[config.mk]
export PLATFORM = sky130hd
export DESIGN_NAME = pe_border_feeder
export DESIGN_NICKNAME = d
export VERILOG_FILES = /design/src/rtl/pe_border_feeder_pkg.sv /design/src/rtl/pe_border_feeder_sm_convert.sv /design/src/rtl/pe_border_feeder.sv
export SDC_FILE = /design/constraint.sdc
export NUM_CORES = 1
export LEC_CHECK = 0
export ABC_CLOCK_PERIOD_IN_PS = 1900
export CORE_ASPECT_RATIO = 0.5
export CORE_MARGIN = 5
export CORE_UTILIZATION = 32
export CTS_CLUSTER_SIZE = 8
export DETAILED_ROUTE_END_ITERATION = 16
export GPL_ROUTABILITY_DRIVEN = 0
export PLACE_DENSITY = 0.68
export SLEW_MARGIN = 15
export SYNTH_ARGS = -nofsm -noshare
export SYNTH_HDL_FRONTEND = slang
export SYNTH_SLANG_ARGS = --single-unit
[constraint.sdc]
create_clock -name clk -period 1.9 [get_ports clk]
set_input_delay 0.285 -clock clk [delete_from_list [all_inputs] [get_ports clk]]
set_output_delay 0.285 -clock clk [all_outputs]
set_load 0.005 [all_outputs]
[src/rtl/pe_border_feeder_pkg.sv]
// pe_border_feeder_pkg
// Shared definitions for the PE border feeder:
//   - default operand and accumulator widths
//   - the feeder FSM state encoding (IDLE / LOAD / MAC)
//   - mac_window(): length of the unary MAC window for a given operand width
package pe_border_feeder_pkg;

  localparam int DEF_IWIDTH = 8;
  localparam int DEF_OWIDTH = 16;

  typedef enum logic [1:0] {
    IDLE = 2'd0,
    LOAD = 2'd1,
    MAC  = 2'd2
  } state_t;

  // A unary MAC over a signed IWIDTH-bit activation needs one cycle per
  // magnitude step, so the window is 2^(IWIDTH-1) cycles.
  function automatic int mac_window(input int iwidth);
    return 1 << (iwidth - 1);
  endfunction

endpackage

[src/rtl/pe_border_feeder_sm_convert.sv]
// sm_convert
// Combinational two's-complement to sign-magnitude conversion.
// The most negative input has no positive counterpart in IWIDTH-1 bits,
// so its magnitude saturates to all ones.
// Ports:
//   value [IWIDTH-1:0]  in   signed two's-complement operand
//   sign                out  operand MSB
//   mag   [IWIDTH-2:0]  out  absolute value, saturated
module sm_convert
  import pe_border_feeder_pkg::*;
#(
  parameter int IWIDTH = DEF_IWIDTH
) (
  input  logic [IWIDTH-1:0] value,
  output logic              sign,
  output logic [IWIDTH-2:0] mag
);

  logic [IWIDTH-1:0] negated;

  always_comb begin
    negated = -value;
    sign    = value[IWIDTH-1];
    if (!value[IWIDTH-1]) begin
      mag = value[IWIDTH-2:0];
    end else if (value[IWIDTH-2:0] == '0) begin
      // -2^(IWIDTH-1): clamp to the largest representable magnitude
      mag = '1;
    end else begin
      mag = negated[IWIDTH-2:0];
    end
  end

endmodule

[src/rtl/pe_border_feeder.sv]
// pe_border_feeder
// Feeds one (activation, weight) pair at a time into a row of unary MAC
// processing elements. Each accepted pair costs one LOAD cycle (PE input and
// weight registers are enabled, the output accumulator is optionally
// cleared) followed by a MAC window during which the PE accumulates.
// A new pair can be accepted in the final MAC cycle, giving back-to-back
// windows with no idle gap.
//
// Optional feature (macro PE_FEEDER_EARLY_TERM_EN): adds cfg_mac_cycles,
// sampled with each pair; the window becomes min(cfg, N), with 0 meaning N.
//
// Ports:
//   clk, rst_n                 clock, synchronous active-low reset
//   in_valid / in_ready        operand-pair handshake
//   in_ifm, in_wght            signed activation / signed weight
//   in_first / in_last         pair opens / closes an output accumulation
//   flush                      abort current operation, pulse PE clears
//   cfg_mac_cycles             window length (only with the macro)
//   ifm, wght_sign, wght_abs   registered operands for the PE row
//   en_i, clr_i, en_w, clr_w,
//   en_o, clr_o, mac_done      registered PE control strobes
//   busy                       high outside IDLE
module pe_border_feeder
  import pe_border_feeder_pkg::*;
#(
  parameter int IWIDTH = DEF_IWIDTH,
  parameter int OWIDTH = DEF_OWIDTH
) (
  input  logic              clk,
  input  logic              rst_n,
  input  logic              in_valid,
  output logic              in_ready,
  input  logic [IWIDTH-1:0] in_ifm,
  input  logic [IWIDTH-1:0] in_wght,
  input  logic              in_first,
  input  logic              in_last,
  input  logic              flush,
`ifdef PE_FEEDER_EARLY_TERM_EN
  input  logic [IWIDTH-1:0] cfg_mac_cycles,
`endif
  output logic [IWIDTH-1:0] ifm,
  output logic              wght_sign,
  output logic [IWIDTH-2:0] wght_abs,
  output logic              en_i,
  output logic              clr_i,
  output logic              en_w,
  output logic              clr_w,
  output logic              en_o,
  output logic              clr_o,
  output logic              mac_done,
  output logic              busy
);

  localparam int N  = mac_window(IWIDTH);
  localparam int CW = IWIDTH - 1;

  // Accumulating N products of (IWIDTH-1)-bit magnitudes needs this much room
  if (OWIDTH < 2 * IWIDTH - 1) begin : g_owidth_check
    $error("pe_border_feeder: OWIDTH too narrow for IWIDTH");
  end

  state_t            state;
  logic [CW-1:0]     cnt;
  logic [CW-1:0]     cnt_load;
  logic              last_r;
  logic              take;
  logic              conv_sign;
  logic [IWIDTH-2:0] conv_mag;

  sm_convert #(
    .IWIDTH(IWIDTH)
  ) u_sm_convert (
    .value(in_wght),
    .sign (conv_sign),
    .mag  (conv_mag)
  );

`ifdef PE_FEEDER_EARLY_TERM_EN
  localparam logic [IWIDTH-1:0] N_W = IWIDTH'(N);

  // Counter start value is window-1; 0 or anything beyond N falls back to N
  always_comb begin
    cnt_load = CW'(N - 1);
    if (cfg_mac_cycles != '0 && cfg_mac_cycles < N_W) begin
      cnt_load = cfg_mac_cycles[CW-1:0] - 1'b1;
    end
  end
`else
  assign cnt_load = CW'(N - 1);
`endif

  // Ready in IDLE and in the final MAC cycle (counter exhausted)
  assign in_ready = (state == IDLE) || (state == MAC && cnt == '0);
  assign take     = in_valid && in_ready;
  assign busy     = (state != IDLE);

  // Single FSM block: strobes are registered for the state being entered,
  // so they line up with the state they describe. clr_o carries in_first
  // into the LOAD cycle, last_r keeps in_last until the window closes.
  always_ff @(posedge clk) begin
    if (!rst_n) begin
      state     <= IDLE;
      cnt       <= '0;
      ifm       <= '0;
      wght_sign <= 1'b0;
      wght_abs  <= '0;
      last_r    <= 1'b0;
      en_i      <= 1'b0;
      clr_i     <= 1'b0;
      en_w      <= 1'b0;
      clr_w     <= 1'b0;
      en_o      <= 1'b0;
      clr_o     <= 1'b0;
      mac_done  <= 1'b0;
    end else if (flush) begin
      // Any same-cycle transfer is dropped; the PE gets a one-cycle clear
      state    <= IDLE;
      cnt      <= '0;
      en_i     <= 1'b0;
      en_w     <= 1'b0;
      en_o     <= 1'b0;
      mac_done <= 1'b0;
      clr_i    <= 1'b1;
      clr_w    <= 1'b1;
      clr_o    <= 1'b1;
    end else begin
      en_i     <= 1'b0;
      clr_i    <= 1'b0;
      en_w     <= 1'b0;
      clr_w    <= 1'b0;
      en_o     <= 1'b0;
      clr_o    <= 1'b0;
      mac_done <= 1'b0;
      if (take) begin
        state     <= LOAD;
        cnt       <= cnt_load;
        ifm       <= in_ifm;
        wght_sign <= conv_sign;
        wght_abs  <= conv_mag;
        last_r    <= in_last;
        en_i      <= 1'b1;
        en_w      <= 1'b1;
        clr_o     <= in_first;
      end else begin
        case (state)
          IDLE: begin
            state <= IDLE;
          end
          LOAD: begin
            // A one-cycle window makes the first MAC cycle the final one
            state    <= MAC;
            en_o     <= 1'b1;
            mac_done <= last_r && (cnt == '0);
          end
          MAC: begin
            if (cnt != '0) begin
              cnt      <= cnt - 1'b1;
              en_o     <= 1'b1;
              mac_done <= last_r && (cnt == CW'(1));
            end else begin
              state <= IDLE;
            end
          end
          default: begin
            state <= IDLE;
          end
        endcase
      end
    end
  end

endmodule

==> results.py <==
metrics = {
    "run_status": {
        "status": "finished, final reports clean",
    },
    "layout": {
        "layout_commonest_cell": "clkdlybuf4s50_1",
        "area_delta_synth_final_pct": 46.6,
        "final_core_util_pct": 48.6,
        "drive_above_1_share_pct": 22.2,
        "nNetsFinal": 262,
        "diodes": 0,
        "stdcell_count": 304,
        "fillers": 462,
        "multi_input_area_um2": 917,
        "stdcell_area_mm2": 0.00241,
        "final-seq-area_um2": 623,
        "final_cell_mix": "clkdlybuf4s50_1, dfxtp_1, nand2_1, buf_4, mux2i_1",
    },
    "die": {
        "start_util_pct": 33.2,
        "core_area_mm2": 0.00495,
        "row_count": 18,
        "num_io_pins": 47,
        "dieArea_mm2": 0.00676,
        "die_w_um": 111,
        "die_h_um": 60.7,
    },
    "route": {
        "totalWireLength_mm": 4.02,
        "drcViolationCount": 0,
        "drtIter0Drc": 22,
        "drt-pass1-iter-count": 4,
        "ant_nets": 0,
        "viasPerCell": 4.74,
        "num_vias": 1441,
        "wl_per_cell_um": 13.2,
    },
    "power_and_ir_drop": {
        "p_leak_nw": 0.892,
        "power.total_mw": 1.69,
        "p_per_area_mw_per_mm2": 702,
        "vdd_drop_max_v": 0.000298,
    },
    "worst_setup_path": {
        "rr_worst_depth": 8,
        "end_kind": "output port",
        "cp.required_ns": 1.62,
        "cpPeakStageDelay_ns": 0.33,
        "crit_fanout": 2,
        "crit_type": "reg2out",
        "critPathTopFamily": "flip-flops",
        "rr_endpoint": "cnt[1]$_SDFFE_PP0P_",
        "startpoint_type": "register",
        "crit_chain": "inv_1 > ha_2 > nor3b_4 > a31oi_4 > clkinv_4 > clkdlybuf4s15_1",
        "r2r_slack_ns": 0.11,
        "reg2reg_from": "cnt[0]$_SDFFE_PP0P_",
        "cp.arrival_ns": 1.52,
        "startpoint": "cnt[0]$_SDFFE_PP0P_",
        "cp_num_buf_inv": 3,
        "worstSetupPathDepth": 6,
        "worst_path_max_delay_cell": "dfxtp_2",
        "crit_path_end": "in_ready",
    },
    "placed_design": {
        "dp.cells": 294,
        "portBuffers": 46,
        "placed_cell_area_mm2": 0.00227,
        "post-dp-hpwl_mm": 2.99,
        "place_ws_ns": 0.0619,
    },
    "global_routing": {
        "grt_use_total_pct": 12.2,
        "grt.overflow.total": 0,
        "grt_max_degree": 26,
        "grt.met2_usage_pct": 22.7,
        "grt_busiest_layer": "met2",
        "grt_use_met3_pct": 2.69,
        "antenna_found_initial": 0,
        "grt_pass1_wl_mm": 6.54,
        "grt_pass1_vias": 1398,
        "grt_use_met1_pct": 14.0,
    },
    "sta": {
        "worst_slack_ns": 0.0979,
        "worst_slew_pin_slew_ns": 0.348,
        "slew_headroom_pct": 76.5,
        "fin_crit_ns": 1.80,
        "period_share_pct": 94.8,
        "fmaxAchievable_mhz": 555,
        "hold_violations": 0,
        "finalMaxSlewViolations": 0,
        "skew_ns": 0.00820,
        "finalSetupTns_ns": 0,
        "rsz0062_at_grt": "false",
        "fin_hold_ws_ns": 0.465,
        "setup_viol": 0,
    },
    "synth": {
        "synth_cell_type_count": 48,
        "synth_edf_count": 0,
        "ys.flop_type": "dfxtp_1",
        "synthesis.instances": 171,
        "ys_seq_elements": 31,
        "yosysWarnings": 0,
        "yosysSeqAreaShare_pct": 37.7,
        "syn_area_mm2": 0.00164,
        "async_reset_ff_share_pct": 0,
        "avgSynthCellArea_um2": 9.61,
        "syn-num-nets": 200,
    },
    "clock_network": {
        "cts.sinks": 31,
        "cts_root_buffer": "clkbuf_8",
        "clk_pin_slew_worst_paths_ns": 0.07,
        "ctsHtreeMaxLevel": 2,
        "worstSkewPairLatency_ns": 0.29,
        "cts_hold_buf": 0,
        "cts_tree": "done",
        "cts_max_path_buffers": 2,
        "cts_buffers": 5,
    },
    "run": {
        "maxCapViolCount": 0,
    },
    "min_path": {
        "hold_class": "reg2reg",
    },
}
layer usage:
metal / wire length, um / share of wire (%)
met5: 0 / 0
met1: 1780 / 44
met2: 2090 / 52
met3: 87 / 2.2
met4: 70 / 1.7
final cells by class:
cell class                 count  share of cell area, %
multi-input combinational    118                   38.1
clock inverter                 3                   1.82
timing repair buffer          66                   25.9
inverter                      11                   1.92
clock buffer                   5                   2.86
sequential                    31                   25.9
tap                           70                   3.63
tightest hold or removal path, stage by stage (launching register included):
cell and delay (ns):
dfxtp_1 0.31, nand2_1 0.05, mux2i_1 0.06
repair_timing:
action,4_1_cts,5_1_grt
pin swaps,1,1
gates resized for setup,4,5
setup buffers,2,0
endpoints found under the setup margin,1,2
synthesized netlist by cell type, drive strengths merged (3+ instances only):
master	instances	area, um^2
dfxtp	31	621
nand2	26	105
a21oi	13	83.8
mux2i	12	120
inv	10	37.5
ha	7	87.6
clkbuf	6	22.5
buf	5	51.3
nor2	5	35.0
a31oi	4	61.3
nand3	4	20.0
nand4	4	25.0
o21ai	4	20.0
a311oi	3	26.3
nor3	3	20.0
o31ai	3	22.5
or3	3	23.8
xnor2	3	26.3
worst min path at each step:
stage / startpoint / slack [ns] / endpoint / depth (start not counted)
after floorplan: in_ifm[0] / 0.43 / ifm[0]$_SDFFE_PN0P_ / 2
after global placement: ifm[6]$_SDFFE_PN0P_ / 0.44 / ifm[6]$_SDFFE_PN0P_ / 2
after detailed placement: wght_sign$_SDFFE_PN0P_ / 0.44 / wght_sign$_SDFFE_PN0P_ / 2
after CTS: ifm[2]$_SDFFE_PN0P_ / 0.47 / ifm[2]$_SDFFE_PN0P_ / 2
after global routing: ifm[2]$_SDFFE_PN0P_ / 0.49 / ifm[2]$_SDFFE_PN0P_ / 2
final: ifm[1]$_SDFFE_PN0P_ / 0.47 / ifm[1]$_SDFFE_PN0P_ / 2
power by group:
group	internal [mW]	switching [mW]	leakage, nW
logic	0.185	0.144	0.579
clock network	0.390	0.266	0.0581
registers	0.684	0.0226	0.255
total	1.26	0.432	0.892
flip-flops by register name, indices dropped and copies added, names as in the netlist:
name       flops
ifm            8
clr_o          1
state          2
mac_done       1
cnt            7
en_o           1
wght_abs       7
last_r         1
en_w           1
wght_sign      1
clr_w          1
kinds of logic after synthesis:
kind of cell | count (synthesis) | share of synthesized area (%)
AOI/OAI and AO/OA | 39 | 19.4
xor gates and xnor gates | 3 | 1.60
adders and majority gates | 7 | 5.33
buffers and inverters | 22 | 7.31
DFF | 31 | 37.7
muxes | 13 | 7.99
and+or+nand+nor | 56 | 20.6
(Power assumes the default switching activity.)
